$ cat config.mk
export PLATFORM = sky130hd
export DESIGN_NAME = mem_port_arb
export DESIGN_NICKNAME = d
export VERILOG_FILES = /design/src/rtl/mem_port_arb_pkg.sv /design/src/rtl/mem_port_arb_sel.sv /design/src/rtl/mem_port_arb.sv
export SDC_FILE = /design/constraint.sdc
export NUM_CORES = 1
export LEC_CHECK = 0
export BUFFER_PORTS_ARGS = -buffer_cell sky130_fd_sc_hd__buf_4
export CAP_MARGIN = 20
export CORE_AREA = 4 4 105 107
export CTS_CLUSTER_SIZE = 12
export DETAILED_ROUTE_END_ITERATION = 6
export DIE_AREA = 0 0 109 111
export GPL_ROUTABILITY_DRIVEN = 0
export SYNTH_ARGS = -nofsm -noshare
export SYNTH_HDL_FRONTEND = slang
export SYNTH_SLANG_ARGS = --single-unit
$ cat constraint.sdc
create_clock -name i_clk -period 3.9 [get_ports i_clk]
set_clock_uncertainty 0.05 [all_clocks]
set_input_delay 0.39 -clock i_clk [delete_from_list [all_inputs] [get_ports i_clk]]
set_output_delay 0.39 -clock i_clk [all_outputs]
set_load 0.02 [all_outputs]
$ cat src/rtl/mem_port_arb_pkg.sv
// Shared FSM encoding and owner identifiers for the unified IF/DM memory port arbiter.
package mem_port_arb_pkg;

    typedef enum logic [1:0] {
        ST_IDLE    = 2'd0,
        ST_WAIT_IF = 2'd1,
        ST_WAIT_DM = 2'd2
    } state_t;

    // Bit positions inside the one-hot grant vector.
    localparam int OWN_IF     = 0;
    localparam int OWN_DM     = 1;
    localparam int NUM_OWNERS = 2;

endpackage

$ cat src/rtl/mem_port_arb_sel.sv
// Combinational grant selector: data normally wins, fetch wins once the data streak saturates.
module mem_arb_sel
    import mem_port_arb_pkg::*;
(
    input  logic                  if_req,
    input  logic                  if_flush,
    input  logic                  dm_req,
    input  logic                  streak_sat,
    output logic [NUM_OWNERS-1:0] grant
);

    always_comb begin
        grant = '0;
        if (dm_req && !(if_req && streak_sat)) begin
            grant[OWN_DM] = 1'b1;
        end else if (if_req && !if_flush) begin
            grant[OWN_IF] = 1'b1;
        end
    end

endmodule

$ cat src/rtl/mem_port_arb.sv
// Shares one memory port between instruction fetch and load/store, one transaction in flight,
// with a bounded number of back-to-back data grants while a fetch is waiting.
module mem_port_arb
    import mem_port_arb_pkg::*;
#(
    parameter int AW            = 32,
    parameter int DW            = 32,
    parameter int MAX_DM_STREAK = 4
) (
    input  logic          i_clk,
    input  logic          i_rst,
    input  logic          i_if_req,
    input  logic [AW-1:0] i_if_addr,
    input  logic          i_if_flush,
    output logic [DW-1:0] o_if_rdata,
    output logic          o_if_valid,
    output logic          o_if_stall,
    input  logic          i_dm_req,
    input  logic          i_dm_wen,
    input  logic [AW-1:0] i_dm_addr,
    input  logic [DW-1:0] i_dm_wdata,
    input  logic [DW/8-1:0] i_dm_mask,
    output logic [DW-1:0] o_dm_rdata,
    output logic          o_dm_valid,
    output logic          o_dm_stall,
    output logic          o_mem_req,
    output logic          o_mem_wen,
    output logic [AW-1:0] o_mem_addr,
    output logic [DW-1:0] o_mem_wdata,
    output logic [DW/8-1:0] o_mem_mask,
    input  logic          i_mem_ready,
    input  logic          i_mem_rvalid,
    input  logic [DW-1:0] i_mem_rdata
);

    localparam int SW = $clog2(MAX_DM_STREAK + 1);
    localparam logic [SW-1:0] STREAK_MAX = SW'(MAX_DM_STREAK);

    state_t                  state, state_nxt;
    logic [SW-1:0]           streak, streak_nxt;
    logic                    discard, discard_nxt;
    logic                    streak_sat;
    logic [NUM_OWNERS-1:0]   grant;

    assign streak_sat = (streak == STREAK_MAX);

    mem_arb_sel u_sel (
        .if_req     (i_if_req),
        .if_flush   (i_if_flush),
        .dm_req     (i_dm_req),
        .streak_sat (streak_sat),
        .grant      (grant)
    );

    always_ff @(posedge i_clk) begin
        if (i_rst) begin
            state   <= ST_IDLE;
            streak  <= '0;
            discard <= 1'b0;
        end else begin
            state   <= state_nxt;
            streak  <= streak_nxt;
            discard <= discard_nxt;
        end
    end

    // Everything is forced quiet while reset is held so a half-finished transaction leaks nothing.
    always_comb begin
        state_nxt   = state;
        streak_nxt  = streak;
        discard_nxt = discard;
        o_mem_req   = 1'b0;
        o_mem_wen   = 1'b0;
        o_mem_addr  = '0;
        o_mem_wdata = '0;
        o_mem_mask  = '0;
        o_if_valid  = 1'b0;
        o_if_rdata  = '0;
        o_dm_valid  = 1'b0;
        o_dm_rdata  = '0;
        if (!i_rst) begin
            unique case (state)
                ST_IDLE: begin
                    if (grant[OWN_DM]) begin
                        o_mem_req   = 1'b1;
                        o_mem_wen   = i_dm_wen;
                        o_mem_addr  = i_dm_addr;
                        o_mem_wdata = i_dm_wdata;
                        o_mem_mask  = i_dm_mask;
                    end else if (grant[OWN_IF]) begin
                        o_mem_req   = 1'b1;
                        o_mem_addr  = i_if_addr;
                        o_mem_mask  = '1;
                    end
                    // The streak only advances on grants the memory actually took.
                    if (o_mem_req && i_mem_ready) begin
                        if (grant[OWN_DM]) begin
                            state_nxt = ST_WAIT_DM;
                            if (i_if_req && !streak_sat) begin
                                streak_nxt = streak + 1'b1;
                            end
                        end else begin
                            state_nxt  = ST_WAIT_IF;
                            streak_nxt = '0;
                        end
                    end
                end
                ST_WAIT_IF: begin
                    if (i_mem_rvalid) begin
                        o_if_valid  = !discard;
                        o_if_rdata  = i_mem_rdata;
                        discard_nxt = 1'b0;
                        state_nxt   = ST_IDLE;
                    end else if (i_if_flush) begin
                        discard_nxt = 1'b1;
                    end
                end
                ST_WAIT_DM: begin
                    if (i_mem_rvalid) begin
                        o_dm_valid = 1'b1;
                        o_dm_rdata = i_mem_rdata;
                        state_nxt  = ST_IDLE;
                    end
                end
                default: state_nxt = ST_IDLE;
            endcase
            if (!i_if_req) begin
                streak_nxt = '0;
            end
        end
    end

    assign o_if_stall = i_if_req & ~o_if_valid & ~i_rst;
    assign o_dm_stall = i_dm_req & ~o_dm_valid & ~i_rst;

endmodule

## Yosys cells after proc, flatten, opt, wreduce, memory -nomap -nowiden

Index checks and enable logic that the tools add are counted.

- Reduce and logical (&&, ||, !) cells: 16
- Add/sub/neg operators: 1
- Bitwise operators: 8
- Eq/ne operators: 6
- Multiplexer cells: 42

Operators by type and width:

| kind | count |
|---|---|
| $mux 32 | 12 |
| $mux 1 | 20 |
| $mux 4 | 4 |
| $mux 2 | 3 |
| $mux 3 | 2 |
| $logic_and 1x1->1 | 5 |
| $and 1x1->1 | 4 |
| $logic_not 1->1 | 4 |
| $ne 2x1->1 const B | 2 |
| $not 1->1 | 4 |
| $pmux 2 s2 | 1 |
| $reduce_and 2->1 | 2 |
| $reduce_or 2->1 | 2 |
| $add 3x1->3 const B | 1 |
| $eq 3x3->1 const B | 1 |
| $reduce_and 3->1 | 1 |
| $eq 2x1->1 const B | 1 |
| $eq 2x2->1 const B | 1 |
| $logic_not 2->1 | 1 |
| $ne 2x2->1 const B | 1 |
| $reduce_bool 2->1 | 1 |

- Bits of input ports: 140
- Output and inout port bits: 138
- Logic and storage cells: 76
- Register bits: 6

## Longest topological paths before layout

Gate-level depths: netlist of the first run.

- Word-level depth: 12
- Mapped depth: 7
- Gate-level depth less buffers: 5

## Hierarchy

A second synthesis of the first run with hierarchy kept.

- Cell total of the unflattened synthesis: 213
- Area, all modules: 1498.9 sq um

By module, submodules not included:

| module | cells an instance | seq. area each (sq um) | times used | area an instance (sq um) |
|---|---|---|---|---|
| mem_port_arb | 210 | 120.1 | 1 | 1472.7 |
| mem_arb_sel | 3 | 0.0 | 1 | 26.3 |

## Worst setup path after synthesis of the first run

OpenSTA, ideal clock, no wires.

- Path kind: flip-flop to output port
- Start point: register streak[0]
- End point: output port o_mem_addr[22]
- Arrival time: 1.569 ns
- Path buffers: 2
- Data required time: 3.460 ns
- Stages on the path, launching flop included: 8
- Slack: 1.891 ns
- Path through: dfxtp_1 -> inv_1 -> ha_1 -> nand3_1 -> buf_2 -> buf_2 -> nand3_1 -> a21oi_1

- Longest elaborated chain between the ends: 9
- Elaborated cells on any way between the ends: 10
- Classes of those cells: eq/ne (1); mux (6); reduce/logical (3)

RTL lines:

| element | line | RTL |
|---|---|---|
| start, declared | mem_port_arb.sv:40 | `logic [SW-1:0] streak, streak_nxt;` |
| start signal, assigned | mem_port_arb.sv:62 | `streak <= streak_nxt;` |
| $eq 3x3->1 (*) | mem_port_arb.sv:45 | `assign streak_sat = (streak == STREAK_MAX);` |
| $logic_and 1x1->1 (*) | mem_port_arb_sel.sv:14 | `if (dm_req && !(if_req && streak_sat)) begin` |
| $logic_not 1->1 (*) | mem_port_arb_sel.sv:14 |  |
| $logic_and 1x1->1 (*) | mem_port_arb_sel.sv:14 |  |
| $mux 1 | mem_port_arb_sel.sv:14 |  |
| $mux 32 | mem_port_arb.sv:90 | `end else if (grant[OWN_IF]) begin` |
| $mux 32 (*) | mem_port_arb.sv:84 | `if (grant[OWN_DM]) begin` |
| $mux 32 (*) | mem_port_arb.sv:82 | `unique case (state)` |
| $mux 32 (*) | mem_port_arb.sv:81 | `if (!i_rst) begin` |
| end, declared | mem_port_arb.sv:28 | `output logic [AW-1:0] o_mem_addr,` |

Mark *: on every way between the ends. The rest lies on a longest branch, timed or not.

## Worst setup path in the final report of the first run

- Start point: register streak[0]
- End point: output port o_mem_wdata[3]

- Longest elaborated chain between the ends: 8

RTL lines:

| element | line | RTL |
|---|---|---|
| $eq 3x3->1 | mem_port_arb.sv:45 |  |
| $logic_and 1x1->1 | mem_port_arb_sel.sv:14 |  |
| $logic_not 1->1 | mem_port_arb_sel.sv:14 |  |
| $logic_and 1x1->1 | mem_port_arb_sel.sv:14 |  |
| $mux 1 | mem_port_arb_sel.sv:14 |  |
| $mux 32 | mem_port_arb.sv:84 |  |
| $mux 32 | mem_port_arb.sv:82 |  |
| $mux 32 | mem_port_arb.sv:81 |  |
| end, declared | mem_port_arb.sv:29 | `output logic [DW-1:0] o_mem_wdata,` |

No other way between the ends.

==> metrics.md, run 1 <==
| Metric | Value |
|---|---|
| Outcome | finished, final reports clean |
| Layout area overhead | 126.2% |
| Fillers | between 1k and 1.5k |
| Placed instance area | 0.003891 mm² |
| Min Tclk post-route | about 2.5 ns |
| Startpoint types | flip-flop |
| Setup bufs post-CTS | 0 |
| Placement Setup Slack | between 1 and 1.5 ns |
| Die height | roughly 110 µm |
| Post-synth top flop | dfxtp_1 |
| Nets@finish | approximately 690 |
| Max-slew headroom | about two fifths |
| HPWL after DPL | approximately 8600 µm |
| Pins Over Slew Limit | 0 |
| Hold Violations, Final | 0 |
| Worst-Skew Late Latency | approximately 0.22 ns |
| Number of flops mapped to enable cells by yosys | 0 |
| First-pass GRT wire length | ~15,000 µm |
| Detailed-route via count | around 3.0k |
| CP Buf/Inv Count | 2 |
| CP peak stage delay | 0.70 ns |
| Vias/cell | roughly 4.4 |
| Max-Cap Viols | 0 |
| Crit-path leading delay family | simple AND/OR/NAND/NOR gates |
| Starting density of the core | ~17% |
| Total detailed-routing wirelength | about 11,000 µm |
| Die W | 109 µm |
| Residual DRC | 0 |
| CTS tree | yes |
| Hold Path Class | input pin to flip-flop |
| Overflow after GRT | 0 |
| Clock buffer depth | 2 |
| Overall Global Routing Usage | 15.55% |
| Pleak | 2.077 nW |
| Reg2reg start | streak[0]$_SDFFE_PP0P_ |
| Worst-Margin Slew | 0.9278 ns |
| Reg clk slew, reported paths | 0.04 ns |
| CTS Root Cell | clkbuf_8 |
| Vias in the first global route | around 2.8k |
| Post-CTS sizing | 0 |
| Crit path from | streak[0]$_SDFFE_PP0P_ |
| Core area | a little over 0.01 mm² |
| Area of the mapped netlist | 0.001750 mm² |
| P_sw | just over 0.2 mW |
| CP Max Fanout | 33 |
| Post-synthesis cell count | slightly below 300 |
| Cell taking the most area after synthesis | and2_1 |
| Synth unique cells | 31 |
| Synth Net Count | between 400 and 500 |
| Number of setup violations in the final report | 0 |
| Largest net degree at the start of global routing | between 40 and 50 |
| Share of the synthesized area in the top cell type | 35.03% |
| FP Rows | 37 |
| Area of the die | around 0.012 mm² |
| Synth top area cells | and2_1 (35%), nand3_1 (20%), a21oi_1 (11%) |
| RSZ-0062 raised after global routing | false |
| Wire per inst | about 15 µm |
| Layout Cell Area excl Fill | approximately 0.004 mm² |
| TNS Setup | 0 ns |
| Yosys reg bits | 6 |
| Internal power | 0.3167 mW |
| Worst vdd ir | roughly 0.000067 V |
| Synthesized area per cell | between 6 and 7 µm² |
| Critical Path RT | roughly 3.5 ns |
| Critical Path End Type | output port |
| Period utilization | 64.45% |
| PD cells | about 130 mW/mm² |
| CP cell instances | inv_1, ha_1, nand3_1, and4b_1, and2_1, buf_4 |
| Crit Path Class | flip-flop to output port |
| Comb pwr share | a little over two thirds |
| Sw Share | around 40% |
| IO Pins | about 280 |
| Worst EP arrival | 2.07 ns |
| Seq/Total Area, Yosys | under 10% |
| Initial antenna violation count | 0 |
| FMAX | roughly 0.40 GHz |
| First-pass iteration count of the detailed router | 4 |
| Async S/R FF share, synth | 0% |
| Hold path start | i_mem_rvalid |
| Fraction of layout cells with a size suffix above 1 | 52.76% |
| CTS HTree Levels | 1 |
| Part of the power in registers | between 10% and 20% |
| Max stage delay cell, worst path | and4b_1 |
| Clock network power share | between 10% and 20% |
| I/O Buffers | roughly 280 |
| Initial DRC Count | roughly 160 |
| YS warnings | 0 |
| CTS Buf Count | 3 |
| Antenna cells | 0 |
| CTS sink cnt | 6 |
| Hold Buf Count CTS | 0 |
| Post-route setup slack | 1.386 ns |
| Total power | ~0.52 mW |
| Post-DRT Antenna Nets | 0 |
metal layers:
metal	up-vias	track usage (%)	share of wire, %
met4	0	3.451	1.5
met2	132	29.12	54
met5	-	0	0
met3	12	2.737	8.8
li1	1492	-	-
met1	1361	17.91	36
cell usage in the layout (no fill, tap or decap), types with 2 or more instances in the layout:
master,synthesis,routed
nor2b_1,3,2
a21oi_1,38,38
clkbuf_8,0,3
a21o_1,2,2
nor2_1,2,2
nand2_1,7,7
mux2i_1,2,2
nand3_1,71,71
nand2b_1,5,5
buf_4,1,281
and2_1,98,98
inv_1,4,4
dfxtp_1,6,6
nand4_1,2,2
ha_1,5,5
power by group through the flow:
stage	Clock [mW]	Sequential [mW]	Combinational [mW]
2_1_floorplan	0	0.0654	0.161
4_1_cts	0.0937	0.0648	0.365
5_1_grt	0.0968	0.0651	0.393
3_3_place_gp	0	0.0656	0.360
6_report	0.0925	0.0649	0.365
3_5_place_dp	0	0.0657	0.364
final timing paths:
kind | to | slack (ns) | cells past startpoint
worst min register to register | streak[0]$_SDFFE_PP0P_ | 0.43 | 2
worst min-delay path | discard$_SDFFE_PP0P_ | 0.32 | 2
worst max-delay path | o_mem_wdata[3] | 1.39 | 6
worst max register to register | streak[2]$_SDFFE_PP0P_ | 2.07 | 5
area by class of cell:
| type | count | area, µm² | area share [%] |
|---|---|---|---|
| inverter | 4 | 15.01 | 0.3791 |
| sequential | 6 | 120.1 | 3.033 |
| multi-input combinational | 249 | 1476 | 37.28 |
| tap | 136 | 170.2 | 4.297 |
| clock buffer | 3 | 41.29 | 1.043 |
| timing repair buffer | 282 | 2137 | 53.97 |
metrics by stage:
step | hold WS, ns | utilization [%] | instances
floorplan | 0.4015 | - | 290
global placement | 0.4131 | 38.38 | 676
detailed placement | 0.4299 | 38.38 | 676
CTS | 0.3252 | 38.79 | 679
global route | 0.3546 | 39.06 | 680
finish | 0.3235 | 39.06 | 680
registers in the layout, indices dropped and copies added, names as in the netlist:
register  cells
discard       1
state         2
streak        3
cells in the mapped netlist, types with 3 or more instances:
| cell type | count |
|---|---|
| ha_1 | 5 |
| nand2_1 | 7 |
| nand2b_1 | 5 |
| a21oi_1 | 38 |
| dfxtp_1 | 6 |
| and2_1 | 98 |
| nand3_1 | 71 |
| clkbuf_1 | 18 |
| buf_2 | 11 |
| inv_1 | 4 |
| nor2b_1 | 3 |
cells by family (layout without fill, tap and decap cells):
logic type | Yosys count | after routing | synth area share [%]
adders and majority gates | 5 | 5 | 3.574
and+or+nand+nor | 193 | 193 | 62.97
AOI/OAI and AO/OA | 49 | 49 | 16.51
DFF | 6 | 6 | 6.862
buffers and inverters | 35 | 289 | 8.934
muxes | 2 | 2 | 1.144
Note: power is estimated with default switching activity, not from simulation.
==> run 2: changes to the inputs <==
- CORE_AREA: 4 4 105 107 -> 4 4 106 108
- DIE_AREA: 0 0 109 111 -> 0 0 110 112
- clock period: 3.9 -> 2.3 ns (I/O delays scaled with it)
==> run 2 against run 1 <==
Non-clock buffer count is 1 higher. Die area grew 1.8%. Clock-buffer cell count unchanged. Sequential cell count unchanged. Wire length rose by 1.2%. Sequential power grew 69%. Combinational power rose by 70%. Cell count grew 0.15%. Setup slack worse by 1.2 ns. Design area about the same. Highest routed layer unchanged.
==> metrics.md, run 2 (same netlist as run 1, synthesis figures left out) <==
| Metric | Value |
|---|---|
| CTS Buf Count | 3 (unchanged) |
| Layout Cell Area excl Fill | 0.003963 mm² (about the same) |
| Worst-Margin Slew | 0.4705 ns (-0.4573 ns) |
| Critical Path RT | 2.02 ns (-1.44 ns) |
| Placed instance area | 0.003919 mm² (+0.71%) |
| CP Buf/Inv Count | 3 (+1) |
| HPWL after DPL | 8806 µm (+2.5%) |
| Pleak | 2.074 nW (-0.13%) |
| Pins Over Slew Limit | 0 (unchanged) |
| CP Max Fanout | 40 (+21%) |
| CTS sink cnt | 6 (unchanged) |
| Initial antenna violation count | 0 (unchanged) |
| Residual DRC | 0 (unchanged) |
| Startpoint types | flip-flop |
| PD cells | 224.6 mW/mm² (+70%) |
| R2R cell count | 5 (unchanged) |
| Crit. path cell count | 7 (+1) |
| CTS tree | yes |
| Worst EP arrival | 1.88 ns (-0.19 ns) |
| Critical Path End Type | output port |
| Outcome | finished, final reports clean |
| FMAX | ~0.46 GHz |
| Crit-path leading delay family | buffers and inverters |
| Setup bufs post-CTS | 0 (unchanged) |
| Largest regs | streak x3, state x2, discard x1 |
| Fraction of layout cells with a size suffix above 1 | 53.39% (+0.64 points) |
| Commonest non-fill, non-tap cell in the layout | buf_4 |
| Area of the die | 0.01232 mm² (+1.8%) |
| CP peak stage delay | 0.39 ns (-0.31 ns) |
| Largest net degree at the start of global routing | 41 (-6.8%) |
| First-pass iteration count of the detailed router | 5 (+1) |
| Highest-count cells in the layout ignoring fill and taps | buf_4 (282), and2_1 (98), nand3_1 (71), a21oi_1 (38), nand2_1 (7) |
| First-pass GRT wire length | 15,160 µm (about the same) |
| Largest register FFs | 3 (unchanged) |
| Antenna cells | 0 (unchanged) |
| Core area | 0.01023 mm² (+0.91%) |
| Worst-Skew Late Latency | 0.22 ns (about the same) |
| CTS HTree Levels | 1 (unchanged) |
| Detailed-route via count | 3,021 (+0.80%) |
| Die W | 110 µm (+0.92%) |
| Hold Violations, Final | 0 (unchanged) |
| Clock buffer depth | 2 (unchanged) |
| Period utilization | about 94% |
| Number of setup violations in the final report | 0 (unchanged) |
| Reg clk slew, reported paths | 0.04 ns (about the same) |
| Vias in the first global route | 2,838 (+0.89%) |
| TNS Setup | 0 ns (unchanged) |
| I/O Buffers | 277 (unchanged) |
| FP Rows | 37 (unchanged) |
| Initial DRC Count | 151 (-7.9%) |
| Worst vdd ir | 0.0001395 V (+110%) |
| Max-Cap Viols | 0 (unchanged) |
| IO Pins | 278 (unchanged) |
| CP cell instances | inv_1, ha_1, nand3_1, buf_4, nand3_1, a21oi_1, buf_4 |
| Layout area overhead | 126.4% (about the same) |
| Nets@finish | 692 (+0.14%) |
| Overflow after GRT | 0 (unchanged) |
| Vias/cell | 4.436 (+0.65%) |
| Overall Global Routing Usage | 15.14% (-0.41 points) |
| Hold depth | 2 (unchanged) |
| Crit Path Class | flip-flop to output port |
| Hold Path Class | input pin to flip-flop |
| Post-DRT Antenna Nets | 0 (unchanged) |
| Starting density of the core | 17.11% (-0.16 points) |
| Min Tclk post-route | between 2 and 2.5 ns |
| Wire per inst | 15.65 µm (+1.0%) |
| Total detailed-routing wirelength | 10,660 µm (+1.2%) |
| Die height | 112 µm (+0.90%) |
| RSZ-0062 raised after global routing | false |
| Max stage delay cell, worst path | buf_4 |
| Top reg by flops | streak |
| CTS Root Cell | clkbuf_8 |
| Max-slew headroom | 68.64% (+30 points) |
[run 2: changes by cell type in the layout (fill, tap and decap cells not counted), sizes merged]
cell | previous run | this run
buf | 282 | 283
[run 2: power breakdown]
group          switching [mW]  leakage, nW  internal, mW
combinational           0.303         2.00         0.317
clock                  0.0469       0.0216         0.113
sequential            0.00181       0.0486         0.108
total                   0.352         2.07         0.538
[run 2: repair_timing]
item / 4_1_cts / 5_1_grt
resized for setup: 1 / 2
hold endpoints to repair: 0 / 0
hold buffers: 0 / 0
setup endpoints to repair: 33 / 43
[run 2: layout make-up]
class / count / area (µm²)
Fill cell: 1073 / 6269
Sequential cell: 6 / 120.1
Clock buffer: 3 / 41.29
Timing Repair Buffer: 283 / 2137
Multi-Input combinational cell: 249 / 1479
Inverter: 4 / 15.01
Tap cell: 136 / 170.2
[run 2: worst reg2reg max path: stages (launching register included)]
cell and delay, ns:
dfxtp_1 0.34, inv_1 0.06, ha_1 0.22, a21bo_2 0.33, a21o_1 0.21, a311o_1 0.33
[run 2: path summary, 6_finish.rpt]
| check | start | to | slack, ns |
|---|---|---|---|
| worst max register to register | streak[0]$_SDFFE_PP0P_ | streak[2]$_SDFFE_PP0P_ | 0.63 |
| worst min register to register | streak[0]$_SDFFE_PP0P_ | streak[0]$_SDFFE_PP0P_ | 0.43 |
| worst max-delay path | streak[0]$_SDFFE_PP0P_ | o_mem_addr[20] | 0.14 |
| worst min-delay path | i_mem_rvalid | discard$_SDFFE_PP0P_ | 0.16 |
[run 2: stage by stage]
step           setup slack [ns]  cells  power [mW]  hold slack, ns  utilization, %
2_1_floorplan            0.4514    290      0.3844          0.2756               -
3_3_place_gp             0.1776    678      0.7286          0.3894           38.30
3_5_place_dp             0.1052    678      0.7342          0.3964           38.30
4_1_cts                 0.07434    681      0.9010          0.1599           38.72
5_1_grt                 0.01491    681      0.9510          0.1830           38.73
6_report                 0.1446    681      0.8899          0.1622           38.73
[run 2: routing by layer]
layer	up-vias	GRT usage (%)	part of all wire [%]	wire length (µm)
met3	6	2.609	9.1	972
met1	1376	17.84	37	3982
li1	1494	-	-	-
met4	0	1.164	0.35	37
met5	-	0	0	0
met2	145	29.00	53	5664
